==> config.mk <==
export PLATFORM = sky130hd
export DESIGN_NAME = dbg_halt_ctrl_flat
export DESIGN_NICKNAME = d
export VERILOG_FILES = /design/src/rtl/dbg_pkg.sv /design/src/rtl/dbg_halt_ctrl_if.sv /design/src/rtl/dbg_trig_prio_enc.sv /design/src/rtl/dbg_halt_ctrl.sv /design/src/flat_wrapper.sv
export SDC_FILE = /design/constraint.sdc
export NUM_CORES = 1
export LEC_CHECK = 0
export BUFFER_PORTS_ARGS = -buffer_cell sky130_fd_sc_hd__buf_2
export CORE_ASPECT_RATIO = 1.5
export CORE_UTILIZATION = 56
export CTS_BUF_LIST = sky130_fd_sc_hd__clkbuf_16
export DETAILED_ROUTE_END_ITERATION = 8
export PLACE_DENSITY = 0.84
export SLEW_MARGIN = 20
export SYNTH_ARGS = -nofsm -noshare
export SYNTH_HDL_FRONTEND = slang
export SYNTH_SLANG_ARGS = --single-unit
==> constraint.sdc <==
create_clock -name cpu_clk -period 6.1 [get_ports cpu_clk]
set_clock_uncertainty 0.1 [all_clocks]
set_input_delay 1.22 -clock cpu_clk [delete_from_list [all_inputs] [get_ports cpu_clk]]
set_output_delay 1.22 -clock cpu_clk [all_outputs]
set_load 0.005 [all_outputs]
==> src/rtl/dbg_pkg.sv <==
// Shared definitions for the core debug halt controller.
// Holds the dcsr.cause encodings and the controller state encoding.
package dbg_pkg;

    // dcsr.cause values reported on halt_cause
    localparam logic [2:0] CAUSE_NONE    = 3'd0;
    localparam logic [2:0] CAUSE_EBREAK  = 3'd1;
    localparam logic [2:0] CAUSE_TRIG    = 3'd2;
    localparam logic [2:0] CAUSE_HALTREQ = 3'd3;
    localparam logic [2:0] CAUSE_STEP    = 3'd4;
    localparam logic [2:0] CAUSE_RSTHALT = 3'd5;

    typedef enum logic [1:0] {
        ST_POR_CHK = 2'd0,
        ST_RUN     = 2'd1,
        ST_STEP    = 2'd2,
        ST_HALTED  = 2'd3
    } dbg_state_e;

endpackage

==> src/rtl/dbg_halt_ctrl_if.sv <==
// Debug-module / core-pipeline signal bundle for dbg_halt_ctrl.
//   master : the dm + pipeline side (drives requests, retire info, trigger hits)
//   slave  : the halt controller (drives dbg_mode, cause, handshake pulses)
interface dbg_halt_ctrl_if #(
    parameter int NUM_TRIG   = 4,
    parameter int STEP_CNT_W = 8,
    parameter int TRIG_IDX_W = 2
);
    logic                  haltreq;
    logic                  resethaltreq;
    logic                  resumereq_w1;
    logic                  step;
    logic [STEP_CNT_W-1:0] step_num;
    logic                  ebreak;
    logic                  ebreak_en;
    logic [NUM_TRIG-1:0]   trig_hit;
    logic                  dret;
    logic                  instr_retire;
    logic                  dbg_mode;
    logic [2:0]            halt_cause;
    logic [TRIG_IDX_W-1:0] trig_idx;
    logic                  halted_pulse;
    logic                  resumeack;
    logic                  stepping;

    modport master (
        output haltreq, resethaltreq, resumereq_w1, step, step_num, ebreak,
               ebreak_en, trig_hit, dret, instr_retire,
        input  dbg_mode, halt_cause, trig_idx, halted_pulse, resumeack, stepping
    );

    modport slave (
        input  haltreq, resethaltreq, resumereq_w1, step, step_num, ebreak,
               ebreak_en, trig_hit, dret, instr_retire,
        output dbg_mode, halt_cause, trig_idx, halted_pulse, resumeack, stepping
    );
endinterface

==> src/rtl/dbg_trig_prio_enc.sv <==
// Lowest-index priority encoder over the trigger hit vector.
//   hit     : per-trigger hit bits
//   any_hit : at least one bit of hit is set
//   idx     : index of the lowest set bit (0 when none set)
module dbg_trig_prio_enc #(
    parameter int NUM_TRIG   = 4,
    parameter int TRIG_IDX_W = 2
) (
    input  logic [NUM_TRIG-1:0]   hit,
    output logic                  any_hit,
    output logic [TRIG_IDX_W-1:0] idx
);
    always_comb begin
        any_hit = |hit;
        idx     = '0;
        // Walk from the top down so the lowest set bit is the last writer.
        for (int i = NUM_TRIG - 1; i >= 0; i--) begin
            if (hit[i]) idx = TRIG_IDX_W'(i);
        end
    end
endmodule

==> src/rtl/dbg_halt_ctrl.sv <==
// Core debug-mode controller: breakpoints, N-instruction stepping, debugger
// halt requests and reset-halt, plus the halt/resume handshake with the dm.
//   cpu_clk, cpu_rst : core clock, synchronous active-high reset
//   bus (slave)      : dm/pipeline inputs; dbg_mode, halt_cause, trig_idx,
//                      halted_pulse (dpc capture strobe), resumeack, stepping
module dbg_halt_ctrl
    import dbg_pkg::*;
#(
    parameter int NUM_TRIG   = 4,
    parameter int STEP_CNT_W = 8,
    parameter int TRIG_IDX_W = 2
) (
    input  logic           cpu_clk,
    input  logic           cpu_rst,
    dbg_halt_ctrl_if.slave bus
);
    dbg_state_e            state_q, state_d, cur_state;
    logic                  rst_q;
    logic [STEP_CNT_W-1:0] cnt_q, cnt_d;
    logic                  dbg_mode_q, dbg_mode_d;
    logic [2:0]            cause_q, cause_d;
    logic [TRIG_IDX_W-1:0] idx_q, idx_d;
    logic                  pulse_q, pulse_d;
    logic                  ack_q, ack_d;
    logic                  stepping_q, stepping_d;

    logic                  any_hit;
    logic [TRIG_IDX_W-1:0] hit_idx;
    logic                  halt_go;
    logic [2:0]            halt_sel;

    dbg_trig_prio_enc #(
        .NUM_TRIG   (NUM_TRIG),
        .TRIG_IDX_W (TRIG_IDX_W)
    ) u_prio (
        .hit     (bus.trig_hit),
        .any_hit (any_hit),
        .idx     (hit_idx)
    );

    // The state register holds RUN through reset; the cycle right after
    // reset drops is recognised through rst_q and acts as POR_CHK.
    always_ff @(posedge cpu_clk) begin
        if (cpu_rst) begin
            state_q    <= ST_RUN;
            rst_q      <= 1'b1;
            cnt_q      <= '0;
            dbg_mode_q <= 1'b0;
            cause_q    <= CAUSE_NONE;
            idx_q      <= '0;
            pulse_q    <= 1'b0;
            ack_q      <= 1'b0;
            stepping_q <= 1'b0;
        end else begin
            state_q    <= state_d;
            rst_q      <= 1'b0;
            cnt_q      <= cnt_d;
            dbg_mode_q <= dbg_mode_d;
            cause_q    <= cause_d;
            idx_q      <= idx_d;
            pulse_q    <= pulse_d;
            ack_q      <= ack_d;
            stepping_q <= stepping_d;
        end
    end

    always_comb begin
        cur_state  = rst_q ? ST_POR_CHK : state_q;
        state_d    = state_q;
        cnt_d      = cnt_q;
        dbg_mode_d = dbg_mode_q;
        cause_d    = cause_q;
        idx_d      = idx_q;
        pulse_d    = 1'b0;
        ack_d      = 1'b0;
        stepping_d = stepping_q;
        halt_go    = 1'b0;
        halt_sel   = CAUSE_NONE;

        case (cur_state)
            ST_POR_CHK: begin
                if (bus.resethaltreq) begin
                    state_d    = ST_HALTED;
                    dbg_mode_d = 1'b1;
                    pulse_d    = 1'b1;
                    cause_d    = CAUSE_RSTHALT;
                end else begin
                    state_d = ST_RUN;
                end
            end

            ST_RUN, ST_STEP: begin
                if (any_hit) begin
                    halt_go  = 1'b1;
                    halt_sel = CAUSE_TRIG;
                end else if (bus.ebreak && bus.ebreak_en) begin
                    halt_go  = 1'b1;
                    halt_sel = CAUSE_EBREAK;
                end else if (bus.haltreq) begin
                    halt_go  = 1'b1;
                    halt_sel = CAUSE_HALTREQ;
                end else if (cur_state == ST_STEP && bus.instr_retire &&
                             cnt_q == STEP_CNT_W'(1)) begin
                    halt_go  = 1'b1;
                    halt_sel = CAUSE_STEP;
                end

                // Counter saturates at zero; a retire with nothing left is ignored.
                if (cur_state == ST_STEP && bus.instr_retire && cnt_q != '0)
                    cnt_d = cnt_q - STEP_CNT_W'(1);

                if (halt_go) begin
                    state_d    = ST_HALTED;
                    dbg_mode_d = 1'b1;
                    pulse_d    = 1'b1;
                    stepping_d = 1'b0;
                    cnt_d      = '0;
                    cause_d    = halt_sel;
                    if (halt_sel == CAUSE_TRIG) idx_d = hit_idx;
                end
            end

            ST_HALTED: begin
                // resume and dret collapse into one exit and one ack
                if (bus.resumereq_w1 || bus.dret) begin
                    ack_d      = 1'b1;
                    dbg_mode_d = 1'b0;
                    if (bus.step) begin
                        cnt_d      = (bus.step_num == '0) ? STEP_CNT_W'(1) : bus.step_num;
                        state_d    = ST_STEP;
                        stepping_d = 1'b1;
                    end else begin
                        state_d = ST_RUN;
                    end
                end
            end

            default: state_d = ST_RUN;
        endcase
    end

    assign bus.dbg_mode     = dbg_mode_q;
    assign bus.halt_cause   = cause_q;
    assign bus.trig_idx     = idx_q;
    assign bus.halted_pulse = pulse_q;
    assign bus.resumeack    = ack_q;
    assign bus.stepping     = stepping_q;
endmodule

==> src/flat_wrapper.sv <==
// flat-port wrapper written by rule: the top's interface ports become plain ports
module dbg_halt_ctrl_flat import dbg_pkg::*;
#(
    parameter int NUM_TRIG   = 4,
    parameter int STEP_CNT_W = 8,
    parameter int TRIG_IDX_W = 2
)
  (cpu_clk, cpu_rst, bus_haltreq, bus_resethaltreq, bus_resumereq_w1, bus_step, bus_step_num, bus_ebreak, bus_ebreak_en, bus_trig_hit, bus_dret, bus_instr_retire, bus_dbg_mode, bus_halt_cause, bus_trig_idx, bus_halted_pulse, bus_resumeack, bus_stepping);
  dbg_halt_ctrl_if #(.NUM_TRIG(NUM_TRIG), .STEP_CNT_W(STEP_CNT_W), .TRIG_IDX_W(TRIG_IDX_W)) bus_i ();
  input  logic cpu_clk;
  input  logic cpu_rst;
  input wire logic [$bits(bus_i.haltreq)-1:0] bus_haltreq;
  input wire logic [$bits(bus_i.resethaltreq)-1:0] bus_resethaltreq;
  input wire logic [$bits(bus_i.resumereq_w1)-1:0] bus_resumereq_w1;
  input wire logic [$bits(bus_i.step)-1:0] bus_step;
  input wire logic [$bits(bus_i.step_num)-1:0] bus_step_num;
  input wire logic [$bits(bus_i.ebreak)-1:0] bus_ebreak;
  input wire logic [$bits(bus_i.ebreak_en)-1:0] bus_ebreak_en;
  input wire logic [$bits(bus_i.trig_hit)-1:0] bus_trig_hit;
  input wire logic [$bits(bus_i.dret)-1:0] bus_dret;
  input wire logic [$bits(bus_i.instr_retire)-1:0] bus_instr_retire;
  output wire logic [$bits(bus_i.dbg_mode)-1:0] bus_dbg_mode;
  output wire logic [$bits(bus_i.halt_cause)-1:0] bus_halt_cause;
  output wire logic [$bits(bus_i.trig_idx)-1:0] bus_trig_idx;
  output wire logic [$bits(bus_i.halted_pulse)-1:0] bus_halted_pulse;
  output wire logic [$bits(bus_i.resumeack)-1:0] bus_resumeack;
  output wire logic [$bits(bus_i.stepping)-1:0] bus_stepping;
  assign bus_i.haltreq = bus_haltreq;
  assign bus_i.resethaltreq = bus_resethaltreq;
  assign bus_i.resumereq_w1 = bus_resumereq_w1;
  assign bus_i.step = bus_step;
  assign bus_i.step_num = bus_step_num;
  assign bus_i.ebreak = bus_ebreak;
  assign bus_i.ebreak_en = bus_ebreak_en;
  assign bus_i.trig_hit = bus_trig_hit;
  assign bus_i.dret = bus_dret;
  assign bus_i.instr_retire = bus_instr_retire;
  assign bus_dbg_mode = bus_i.dbg_mode;
  assign bus_halt_cause = bus_i.halt_cause;
  assign bus_trig_idx = bus_i.trig_idx;
  assign bus_halted_pulse = bus_i.halted_pulse;
  assign bus_resumeack = bus_i.resumeack;
  assign bus_stepping = bus_i.stepping;
  dbg_halt_ctrl #(.NUM_TRIG(NUM_TRIG), .STEP_CNT_W(STEP_CNT_W), .TRIG_IDX_W(TRIG_IDX_W)) u_core (.cpu_clk(cpu_clk), .cpu_rst(cpu_rst), .bus(bus_i));
endmodule
==> results of run 1 <==
-- cells by family after synthesis --
group,count (synthesis),synth area share [%]
and+or+nand+nor,48,23.7
adders and majority gates,5,5.21
buffers and inverters,17,5.52
xor gates and xnor gates,2,1.46
DFF,20,33.3
muxes,2,1.67
AOI/OAI and AO/OA,46,29.1
-- Yosys cell counts, types with 2 or more instances --
| master | count |
|---|---|
| sky130_fd_sc_hd__o21ai_0 | 5 |
| sky130_fd_sc_hd__inv_1 | 10 |
| sky130_fd_sc_hd__a21oi_1 | 8 |
| sky130_fd_sc_hd__nor2_1 | 8 |
| sky130_fd_sc_hd__nand3_1 | 4 |
| sky130_fd_sc_hd__nor2b_1 | 3 |
| sky130_fd_sc_hd__xor2_1 | 2 |
| sky130_fd_sc_hd__a221oi_1 | 3 |
| sky130_fd_sc_hd__o21a_1 | 2 |
| sky130_fd_sc_hd__o32ai_1 | 3 |
| sky130_fd_sc_hd__o21ai_1 | 3 |
| sky130_fd_sc_hd__or4_1 | 2 |
| sky130_fd_sc_hd__a22oi_1 | 3 |
| sky130_fd_sc_hd__nand2_1 | 6 |
| sky130_fd_sc_hd__dfxtp_1 | 20 |
| sky130_fd_sc_hd__nor3_1 | 7 |
| sky130_fd_sc_hd__nor4_1 | 4 |
| sky130_fd_sc_hd__a211oi_1 | 3 |
| sky130_fd_sc_hd__mux2i_1 | 2 |
| sky130_fd_sc_hd__or4_4 | 2 |
| sky130_fd_sc_hd__ha_1 | 5 |
| sky130_fd_sc_hd__buf_2 | 2 |
| sky130_fd_sc_hd__nand2b_1 | 7 |
| sky130_fd_sc_hd__clkbuf_1 | 4 |
| sky130_fd_sc_hd__a311oi_1 | 2 |
-- worst max-delay path, delay by kind of cell --
kind            cells  cell delay [ps]
simple gates        2              870
compound gates      3             1100
buf+inv             1              120
-- per-stage QoR --
| step | util, % | cell area, µm² | worst slack [ps] |
|---|---|---|---|
| 3_5_place_dp | 66.6 | 1350 | 2360 |
| 6_report | 70.7 | 1430 | 2850 |
| 2_1_floorplan | - | 1200 | 3290 |
| 4_1_cts | 70.5 | 1430 | 2630 |
| 3_3_place_gp | 66.6 | 1350 | 2520 |
| 5_1_grt | 70.7 | 1430 | 2600 |
-- cell usage in the layout, fill, tap and decap left out, types with 3 or more instances in the layout --
cell / instances
sky130_fd_sc_hd__buf_2: 30
sky130_fd_sc_hd__dfxtp_1: 20
sky130_fd_sc_hd__inv_1: 10
sky130_fd_sc_hd__a21oi_1: 8
sky130_fd_sc_hd__nor2_1: 8
sky130_fd_sc_hd__nand2b_1: 7
sky130_fd_sc_hd__nand2_1: 6
sky130_fd_sc_hd__nor3_1: 6
sky130_fd_sc_hd__o21ai_0: 5
sky130_fd_sc_hd__ha_1: 5
sky130_fd_sc_hd__nand3_1: 4
sky130_fd_sc_hd__nor4_1: 4
sky130_fd_sc_hd__a221oi_1: 3
sky130_fd_sc_hd__a22oi_1: 3
sky130_fd_sc_hd__nor2b_1: 3
sky130_fd_sc_hd__o21ai_1: 3
sky130_fd_sc_hd__a211oi_1: 3
sky130_fd_sc_hd__o32ai_1: 3
sky130_fd_sc_hd__clkbuf_16: 3
-- worst paths after layout --
kind / end / slack [ps] / cells after the start / from
setup / recovery: u_core.cnt_q[1] / 2850 / 6 / bus_trig_hit[1]
hold / removal: u_core.bus.trig_idx[1] / 350 / 2 / u_core.bus.trig_idx[1]
setup reg to reg: u_core.cnt_q[1] / 3480 / 7 / u_core.cnt_q[0]
hold reg to reg: u_core.bus.trig_idx[1] / 350 / 2 / u_core.bus.trig_idx[1]
-- metal layers --
layer,vias up,share of wire (%),global-route usage [%]
li1,583,-,-
met1,546,39,27.6
met2,34,55,49.4
met3,8,3.6,3.40
met4,0,2.8,14.3
met5,-,0,0
-- power by group through the flow --
stage	Clock, mW	Combinational (mW)	Sequential [mW]
after floorplan	0	0.0625	0.152
after global placement	0	0.0868	0.152
after detailed placement	0	0.0905	0.152
after CTS	0.137	0.0914	0.149
after global routing	0.141	0.102	0.151
final	0.135	0.0909	0.149
-- cell type report --
cell class                      count  share of cell area (%)
Clock inverter                      1                   0.262
Clock buffer                        3                    5.24
Multi-Input combinational cell    103                    51.6
Sequential cell                    20                    27.9
Timing Repair Buffer               30                    10.5
Tap cell                           22                    1.92
Inverter                           10                    2.62
-- flip-flops by register name, indices dropped and copies added (netlist names) --
name	count
u_core.bus.trig_idx	2
u_core.bus.halted_pulse	1
u_core.rst_q	1
u_core.state_q	2
u_core.cnt_q	8
u_core.bus.stepping	1
u_core.bus.resumeack	1
u_core.bus.dbg_mode	1
u_core.bus.halt_cause	3
==> impl_metrics.tcl, run 1 <==
set metrics [dict create \
    min_period_over_period_pct 53.2 \
    antennaDiodeCount 0 \
    ys_async_sr_fraction_pct 0 \
    dp_hpwl_mm 2.07 \
    critical-path-slowest-cell "sky130_fd_sc_hd__o31ai_2" \
    detail-route-antenna-nets 0 \
    report.final.hold_viol_count 0 \
    timing.critical_path.cells "buf_2 > nor4_1 > nand3_1 > o31ai_2 > a221oi_1 > a211oi_1" \
    critPathMaxStageDelay_ps 750 \
    drive_gt1_share_pct 25.1 \
    cts-buffers-inserted 3 \
    final_hold_slack_ps 345 \
    proportion_of_synthesized_chip_area_in_sequential_cells_pct 33.3 \
    first_global_vias 1106 \
    synth_area_leaders "sky130_fd_sc_hd__dfxtp_1 33%, sky130_fd_sc_hd__ha_1 5.2%, sky130_fd_sc_hd__nand2b_1 3.6%" \
    wire_length_of_the_first_global_routing_pass_mm 4.41 \
    cp_max_fo 12 \
    finalSetupViolCount 0 \
    globalRouteOverflowTotal 0 \
    totalPowerFinal_mw 0.375 \
    power.share.sequential_pct 39.8 \
    switching_power_mw 0.105 \
    min-delay-path-class "reg -> reg" \
    initial_util_pct 59.3 \
    post_cts_setup_inserts 0 \
    syn_avg_cell_area_um2 8.58 \
    wl_mm 2.76 \
    power_leakage_nw 0.649 \
    switching_share_pct 28.0 \
    layout.cells.non_filler 189 \
    timing_max_transition_violations_final 0 \
    clock_slew_at_reported_path_ffs_ps 50 \
    grt_max_degree 25 \
    floorplan.io_pins 31 \
    cts_repair_resize_count 0 \
    critPathArrivalTime_ps 3320 \
    clockBufferDepth 2 \
    run_status "finished clean" \
    synth_cell_type_count 45 \
    max_freq_ghz 0.308 \
    die_w_um 39.8 \
    endpoint_kind "flip-flop" \
    maxCapViolations 0 \
    synth_largest_type_area_fraction_pct 33.3 \
    path_type_of_the_worst_setup_path "in -> reg" \
    sequential_cell_area_um2 400 \
    synthesis.yosys.warnings 0 \
    via_count 1171 \
    power_frac_comb_pct 24.2 \
    synth.ff_latch_count 20 \
    numClockSinks 20 \
    mappedNetlistArea_um2 1200 \
    post-place-cells 185 \
    synth_nets 167 \
    cts_root_buffer "sky130_fd_sc_hd__clkbuf_16" \
    area_used_by_multi_input_combinational_logic_um2 739 \
    startpoint_type "input pin" \
    fin_setup_tns_ps 0 \
    yosysTopAreaCell "sky130_fd_sc_hd__dfxtp_1" \
    grt_usage_pct 27.0 \
    tritoncts "built" \
    number_of_antenna_violations_at_the_first_check_in_global_routing 0 \
    ir_drop_uv 169 \
    required_ps 6170 \
    final.min_clock_period_ps 3250 \
    int_power_mw 0.270 \
    fillers 168 \
    floorplan.rows 20 \
    p_clk_share_pct 35.9 \
    cts_htree_levels 1 \
    die-area_um2 2340 \
    worst-slew-pin-transition_ps 822 \
    vias_per_cell 6.20 \
    area_of_the_placeable_core_um2 2030 \
    nets 195 \
    number_of_port_buffers 30 \
    timing.slew.headroom_pct 44.9 \
    synthFlopType "sky130_fd_sc_hd__dfxtp_1" \
    drt_first_pass_iters 4 \
    grt_setup_unrepaired "false" \
    syn2layout_area_growth_pct 19.4 \
    postSynthCellCount 140 \
    worst_skew_pair.late_latency_ps 250 \
    cts.hold.buffers_added 0 \
    initialDrtViolationCount 18 \
    routed_wire_length_per_instance_um 14.6 \
    number_of_synthesized_flops_with_an_enable_pin 0 \
    die_y_extent_um 58.7 \
    power_density_over_the_cells_nw_per_um2 262 \
    gp_routability_congestion 0.795 \
    detail_route.drc_violations 0 \
]
Power figures use the tool's default switching activity.
==> run 2, diff against run 1 <==
--- a/config.mk
+++ b/config.mk
@@ -7,10 +7,10 @@
 export LEC_CHECK = 0
 export BUFFER_PORTS_ARGS = -buffer_cell sky130_fd_sc_hd__buf_2
 export CORE_ASPECT_RATIO = 1.5
-export CORE_UTILIZATION = 56
+export CORE_UTILIZATION = 47
 export CTS_BUF_LIST = sky130_fd_sc_hd__clkbuf_16
 export DETAILED_ROUTE_END_ITERATION = 8
-export PLACE_DENSITY = 0.84
+export PLACE_DENSITY = 0.75
 export SLEW_MARGIN = 20
 export SYNTH_ARGS = -nofsm -noshare
 export SYNTH_HDL_FRONTEND = slang
==> constraint.sdc (replaced) <==
create_clock -name cpu_clk -period 2.8 [get_ports cpu_clk]
set_clock_uncertainty 0.1 [all_clocks]
set_input_delay 0.56 -clock cpu_clk [delete_from_list [all_inputs] [get_ports cpu_clk]]
set_output_delay 0.56 -clock cpu_clk [all_outputs]
set_load 0.005 [all_outputs]
==> run 2 against run 1 <==
  * Worst hold slack lost 2.2 ps
  * Sequential cell count is the same
  * Clock power grew 120%
  * Via count grew 4.5%
  * Global-route usage shrank 4.5 points
  * Critical path depth grew 2
  * Routed wire length grew 5.7%
  * Final area grew 1.4%
  * Combinational power grew 120%
  * Critical endpoint unchanged
  * Largest power group unchanged
  * Highest routed layer unchanged
==> impl_metrics.tcl, run 2 (synthesis gave the netlist of run 1 again) <==
set metrics [dict create \
    min-delay-path-class "reg -> reg" \
    globalRouteMet1Util_pct 27.5 \
    critPathLaunch "u_core.cnt_q[0]" \
    nets 198 \
    worst_path_dominant_cell_family "compound AO/OA/AOI/OAI gates" \
    numClockSinks 20 \
    cp_max_fo 12 \
    initial_util_pct 49.6 \
    vias_per_cell 6.31 \
    cts_repair_resize_count 0 \
    dp_hpwl_mm 2.15 \
    rr_worst_depth 8 \
    ir_drop_uv 373 \
    grt_usage_pct 22.6 \
    floorplan.io_pins 31 \
    cts_root_buffer "sky130_fd_sc_hd__clkbuf_16" \
    maxCapViolations 0 \
    tritoncts "built" \
    place_area_um2 1380 \
    gp_routability_congestion 0.821 \
    path_type_of_the_worst_setup_path "reg -> reg" \
    drt_first_pass_iters 5 \
    hold-path-cell-count 2 \
    finish.instance_area_um2 1450 \
    grt_busiest_layer "met2" \
    run_status "finished clean" \
    first_global_vias 1098 \
    finalSetupViolCount 0 \
    grt_max_degree 25 \
    power_leakage_nw 0.660 \
    power_density_over_the_cells_nw_per_um2 566 \
    required_ps 2870 \
    critical-path-slowest-cell "sky130_fd_sc_hd__or3b_2" \
    worst_reg2reg_path_startpoint "u_core.cnt_q[0]" \
    grt_setup_unrepaired "false" \
    die_w_um 43.3 \
    die_y_extent_um 63.9 \
    number_of_port_buffers 30 \
    clockBufferDepth 2 \
    critPathArrivalTime_ps 2350 \
    area_used_by_multi_input_combinational_logic_um2 734 \
    largest_register_ff_count 8 \
    wl_mm 2.92 \
    via_count 1224 \
    groute.layer.met3.usage_pct 2.82 \
    cts.hold.buffers_added 0 \
    mostFrequentLayoutCell "sky130_fd_sc_hd__buf_2" \
    drive_gt1_share_pct 25.9 \
    min_period_over_period_pct 81.4 \
    routed_wire_length_per_instance_um 15.1 \
    holdCritStartpoint "u_core.bus.trig_idx[1]" \
    global_route.usage.met2_pct 39.2 \
    cts_htree_levels 1 \
    globalRouteOverflowTotal 0 \
    cts-buffers-inserted 3 \
    largest_register "u_core.cnt_q" \
    detail-route-antenna-nets 0 \
    top_library_cells_by_usage_in_the_layout_fill_and_taps_aside "30 x sky130_fd_sc_hd__buf_2, 20 x sky130_fd_sc_hd__dfxtp_1, 10 x sky130_fd_sc_hd__inv_1" \
    wire_length_of_the_first_global_routing_pass_mm 4.88 \
    startpoint_type "flip-flop" \
    timing.critical_path.cells "inv_1 > ha_1 > or3b_2 > o211a_1 > o31ai_2 > buf_4 > a221oi_1 > a211oi_1" \
    syn2layout_area_growth_pct 21.0 \
    endpoint_kind "flip-flop" \
    post_cts_setup_inserts 0 \
    clock_slew_at_reported_path_ffs_ps 60 \
    antennaDiodeCount 0 \
    initialDrtViolationCount 35 \
    number_of_antenna_violations_at_the_first_check_in_global_routing 0 \
    sequential_cell_area_um2 400 \
    final.min_clock_period_ps 2280 \
    timing.slew.headroom_pct 54.5 \
    critPathMaxStageDelay_ps 500 \
    worst-slew-pin-transition_ps 683 \
    fillers 215 \
    detail_route.drc_violations 0 \
    die-area_um2 2770 \
    floorplan.rows 22 \
    crit_cells 8 \
    max_freq_ghz 0.439 \
    timing_max_transition_violations_final 0 \
    fin_setup_tns_ps 0 \
    report.final.hold_viol_count 0 \
    total_buffers_and_inverters_traversed_by_the_critical_path 2 \
    worst_skew_pair.late_latency_ps 250 \
    area_of_the_placeable_core_um2 2420 \
]
[run 2: path summary, 6_finish.rpt]
path,slack (ps),to
setup / recovery,520,u_core.cnt_q[1]
setup reg to reg,520,u_core.cnt_q[1]
hold / removal,340,u_core.bus.trig_idx[1]
hold reg to reg,340,u_core.bus.trig_idx[1]
[run 2: worst reg2reg max path, delay by kind of cell (launching register included)]
family                   cells  cell delay (ps)
AND/OR/NAND/NOR              1              500
AO/OA/AOI/OAI                4              750
flip-flops                   1              340
buffers and inverters        2              330
adder cells (fa/ha/maj)      1              190
[run 2: metrics by stage]
step | setup slack [ps] | total power, mW | std cells | util, % | hold WS (ps)
2_1_floorplan | 655 | 0.467 | 140 | - | 341
3_3_place_gp | 569 | 0.525 | 190 | 56.8 | 333
3_5_place_dp | 540 | 0.531 | 190 | 56.8 | 335
4_1_cts | 517 | 0.822 | 194 | 60.0 | 347
5_1_grt | 288 | 0.864 | 194 | 60.0 | 378
6_report | 522 | 0.823 | 194 | 60.0 | 343
[run 2: cell type report]
cell class,instances,share of cell area [%]
Clock buffer,3,5.16
Clock inverter,1,0.258
Inverter,10,2.58
Multi-Input combinational cell,103,50.5
Sequential cell,20,27.5
Tap cell,24,2.07
Timing Repair Buffer,33,11.9
[run 2: power breakdown]
group	internal (mW)	leakage (nW)	switching (mW)
clock network	0.190	0.0385	0.105
logic	0.0909	0.457	0.111
registers	0.310	0.165	0.0161
total	0.591	0.660	0.232
[run 2: per-layer routing]
metal / routed length [µm] / part of all wire, %
met1: 1170 / 40
met3: 182 / 6.2
met4: 52 / 1.8
met5: 0 / 0
met2: 1520 / 52
==> run 3, diff against run 2 <==
==> constraint.sdc (replaced) <==
create_clock -name cpu_clk -period 1.9 [get_ports cpu_clk]
set_clock_uncertainty 0.1 [all_clocks]
set_input_delay 0.38 -clock cpu_clk [delete_from_list [all_inputs] [get_ports cpu_clk]]
set_output_delay 0.38 -clock cpu_clk [all_outputs]
set_load 0.005 [all_outputs]
==> run 3 against run 2 <==
  * The run now ends with setup timing left
  * Sequential share of layout area fell by 6.5 points
  * Final area rose by 33%
  * Critical path depth did not move
  * Global-route usage rose by 6.2 points
  * Count of clock-buffer cells in the layout did not move
  * Worst hold slack got worse by 41 ps
  * Clock power rose by 51%
  * Combinational power rose by 140%
  * Register-to-register slack got worse by 810 ps
==> impl_metrics.tcl, run 3 (synthesis gave the netlist of run 1 again) <==
set metrics [dict create \
    run_status "complete, but fails checks" \
    failed_checks "setup timing" \
    grt_usage_pct 28.7 \
    min-delay-path-class "in -> reg" \
    die_w_um 43.3 \
    min_period_over_period_pct 115 \
    place_area_um2 1640 \
    worst-slew-pin-transition_ps 465 \
    area_used_by_multi_input_combinational_logic_um2 893 \
    critPathLaunch "u_core.cnt_q[4]" \
    fin_setup_tns_ps -2550 \
    power_leakage_nw 0.909 \
    syn2layout_area_growth_pct 60.8 \
    nets 236 \
    cts_htree_levels 1 \
    drive_gt1_share_pct 54.3 \
    final.min_clock_period_ps 2190 \
    number_of_antenna_violations_at_the_first_check_in_global_routing 0 \
    worst_reg2reg_path_startpoint "u_core.cnt_q[4]" \
    startpoint_type "flip-flop" \
    numClockSinks 20 \
    clockBufferDepth 2 \
    cp_max_fo 8 \
    rr_worst_depth 8 \
    wire_length_of_the_first_global_routing_pass_mm 6.15 \
    tritoncts "built" \
    finish.instance_area_um2 1930 \
    path_type_of_the_worst_setup_path "reg -> reg" \
    timing.slew.headroom_pct 69.0 \
    timing_max_transition_violations_final 0 \
    first_global_vias 1392 \
    regToRegEndpoint "u_core.cnt_q[7]" \
    max_freq_ghz 0.456 \
    holdCritStartpoint "bus_resethaltreq" \
    critPathArrivalTime_ps 2210 \
    die-area_um2 2770 \
    setup_slack_ps -293 \
    ir_drop_uv 576 \
    cts_root_buffer "sky130_fd_sc_hd__clkbuf_16" \
    gp_routability_congestion 0.847 \
    dp_hpwl_mm 2.47 \
    mostFrequentLayoutCell "sky130_fd_sc_hd__buf_4" \
    end_point_of_the_most_critical_hold_path "u_core.bus.halted_pulse" \
    cts-buffers-inserted 3 \
    largest_register_ff_count 8 \
    vias_per_cell 6.05 \
    number_of_port_buffers 30 \
    initialDrtViolationCount 32 \
    required_ps 1920 \
    report.final.hold_viol_count 0 \
    floorplan.rows 22 \
    antennaDiodeCount 0 \
    worst-r2r-setup-slack_ps -290 \
    globalRouteOverflowTotal 0 \
    routed_wire_length_per_instance_um 17.1 \
    drt_first_pass_iters 4 \
    hold-path-cell-count 3 \
    largest_register "u_core.cnt_q" \
    power_density_over_the_cells_nw_per_um2 730 \
    top_library_cells_by_usage_in_the_layout_fill_and_taps_aside "36 x sky130_fd_sc_hd__buf_4, 30 x sky130_fd_sc_hd__buf_2, 15 x sky130_fd_sc_hd__dfxtp_1" \
    worst_skew_pair.late_latency_ps 260 \
    via_count 1404 \
    place_ws_ps -189 \
    fillers 147 \
    floorplan.io_pins 31 \
    clock_slew_at_reported_path_ffs_ps 60 \
    area_of_the_placeable_core_um2 2420 \
    cts.hold.buffers_added 0 \
    initial_util_pct 49.6 \
    grt_max_degree 25 \
    sequential_cell_area_um2 407 \
    finalSetupViolCount 16 \
    maxCapViolations 0 \
    grt_setup_unrepaired "true" \
    detail_route.drc_violations 0 \
    totalPowerFinal_mw 1.41 \
    wl_mm 3.96 \
    finish.utilization_pct 79.8 \
    endpoint_kind "flip-flop" \
    die_y_extent_um 63.9 \
    detail-route-antenna-nets 0 \
]
-- run 3: cell count changes in the layout (fill, tap and decap cells not counted), sizes merged --
cell	before	now
buf	33	71
-- run 3: worst max path at each step --
| stage | end | depth (start not counted) | slack [ps] |
|---|---|---|---|
| finish | u_core.cnt_q[7] | 8 | -290 |
| global route | u_core.cnt_q[7] | 8 | -370 |
| CTS | u_core.cnt_q[4] | 6 | -190 |
| detailed placement | u_core.bus.dbg_mode | 8 | -190 |
| global placement | u_core.bus.dbg_mode | 8 | -120 |
| floorplan | u_core.bus.dbg_mode | 5 | -90 |
-- run 3: power by group --
| group | switching (mW) | internal (mW) |
|---|---|---|
| combinational | 0.232 | 0.249 |
| clock | 0.165 | 0.281 |
| sequential | 0.0244 | 0.459 |
| total | 0.421 | 0.989 |
-- run 3: worst max-delay path: stages (launching register included) --
cell                       delay [ps]
sky130_fd_sc_hd__dfxtp_2          320
sky130_fd_sc_hd__or4_4            570
sky130_fd_sc_hd__nor4_4           210
sky130_fd_sc_hd__buf_4            180
sky130_fd_sc_hd__o31ai_2           70
sky130_fd_sc_hd__buf_6            160
sky130_fd_sc_hd__buf_4            140
sky130_fd_sc_hd__a221oi_2         220
sky130_fd_sc_hd__nor3_1            70
-- run 3: final cells by class --
type                    count  share of cell area, %
multi-input cells         103                   46.2
repair buffers             71                   25.1
flip-flops and latches     20                   21.0
clock buffers               3                   3.89
inverters                  10                   1.94
well taps                  24                   1.55
clock inverters             1                  0.194
-- run 3: timing repair --
item                       in CTS  in global routing
setup buffers                   7                  3
resized for setup               9                 18
setup endpoints to repair      15                 16
pin swaps                      10                  2
gates cloned                    0                  0
-- run 3: per-layer routing --
layer / routed length (µm) / GRT usage [%] / up-vias / share of wire, %
met5: 0 / 0 / - / 0
met4: 180 / 14.4 / 0 / 4.5
met3: 167 / 3.67 / 21 / 4.2
met2: 2120 / 51.1 / 53 / 54
met1: 1490 / 32.2 / 664 / 38
li1: - / - / 666 / -
-- run 3: metrics by stage --
step,cells,hold slack (ps)
3_5_place_dp,218,346
3_3_place_gp,218,328
4_1_cts,229,303
6_report,232,302
2_1_floorplan,140,308
5_1_grt,232,333
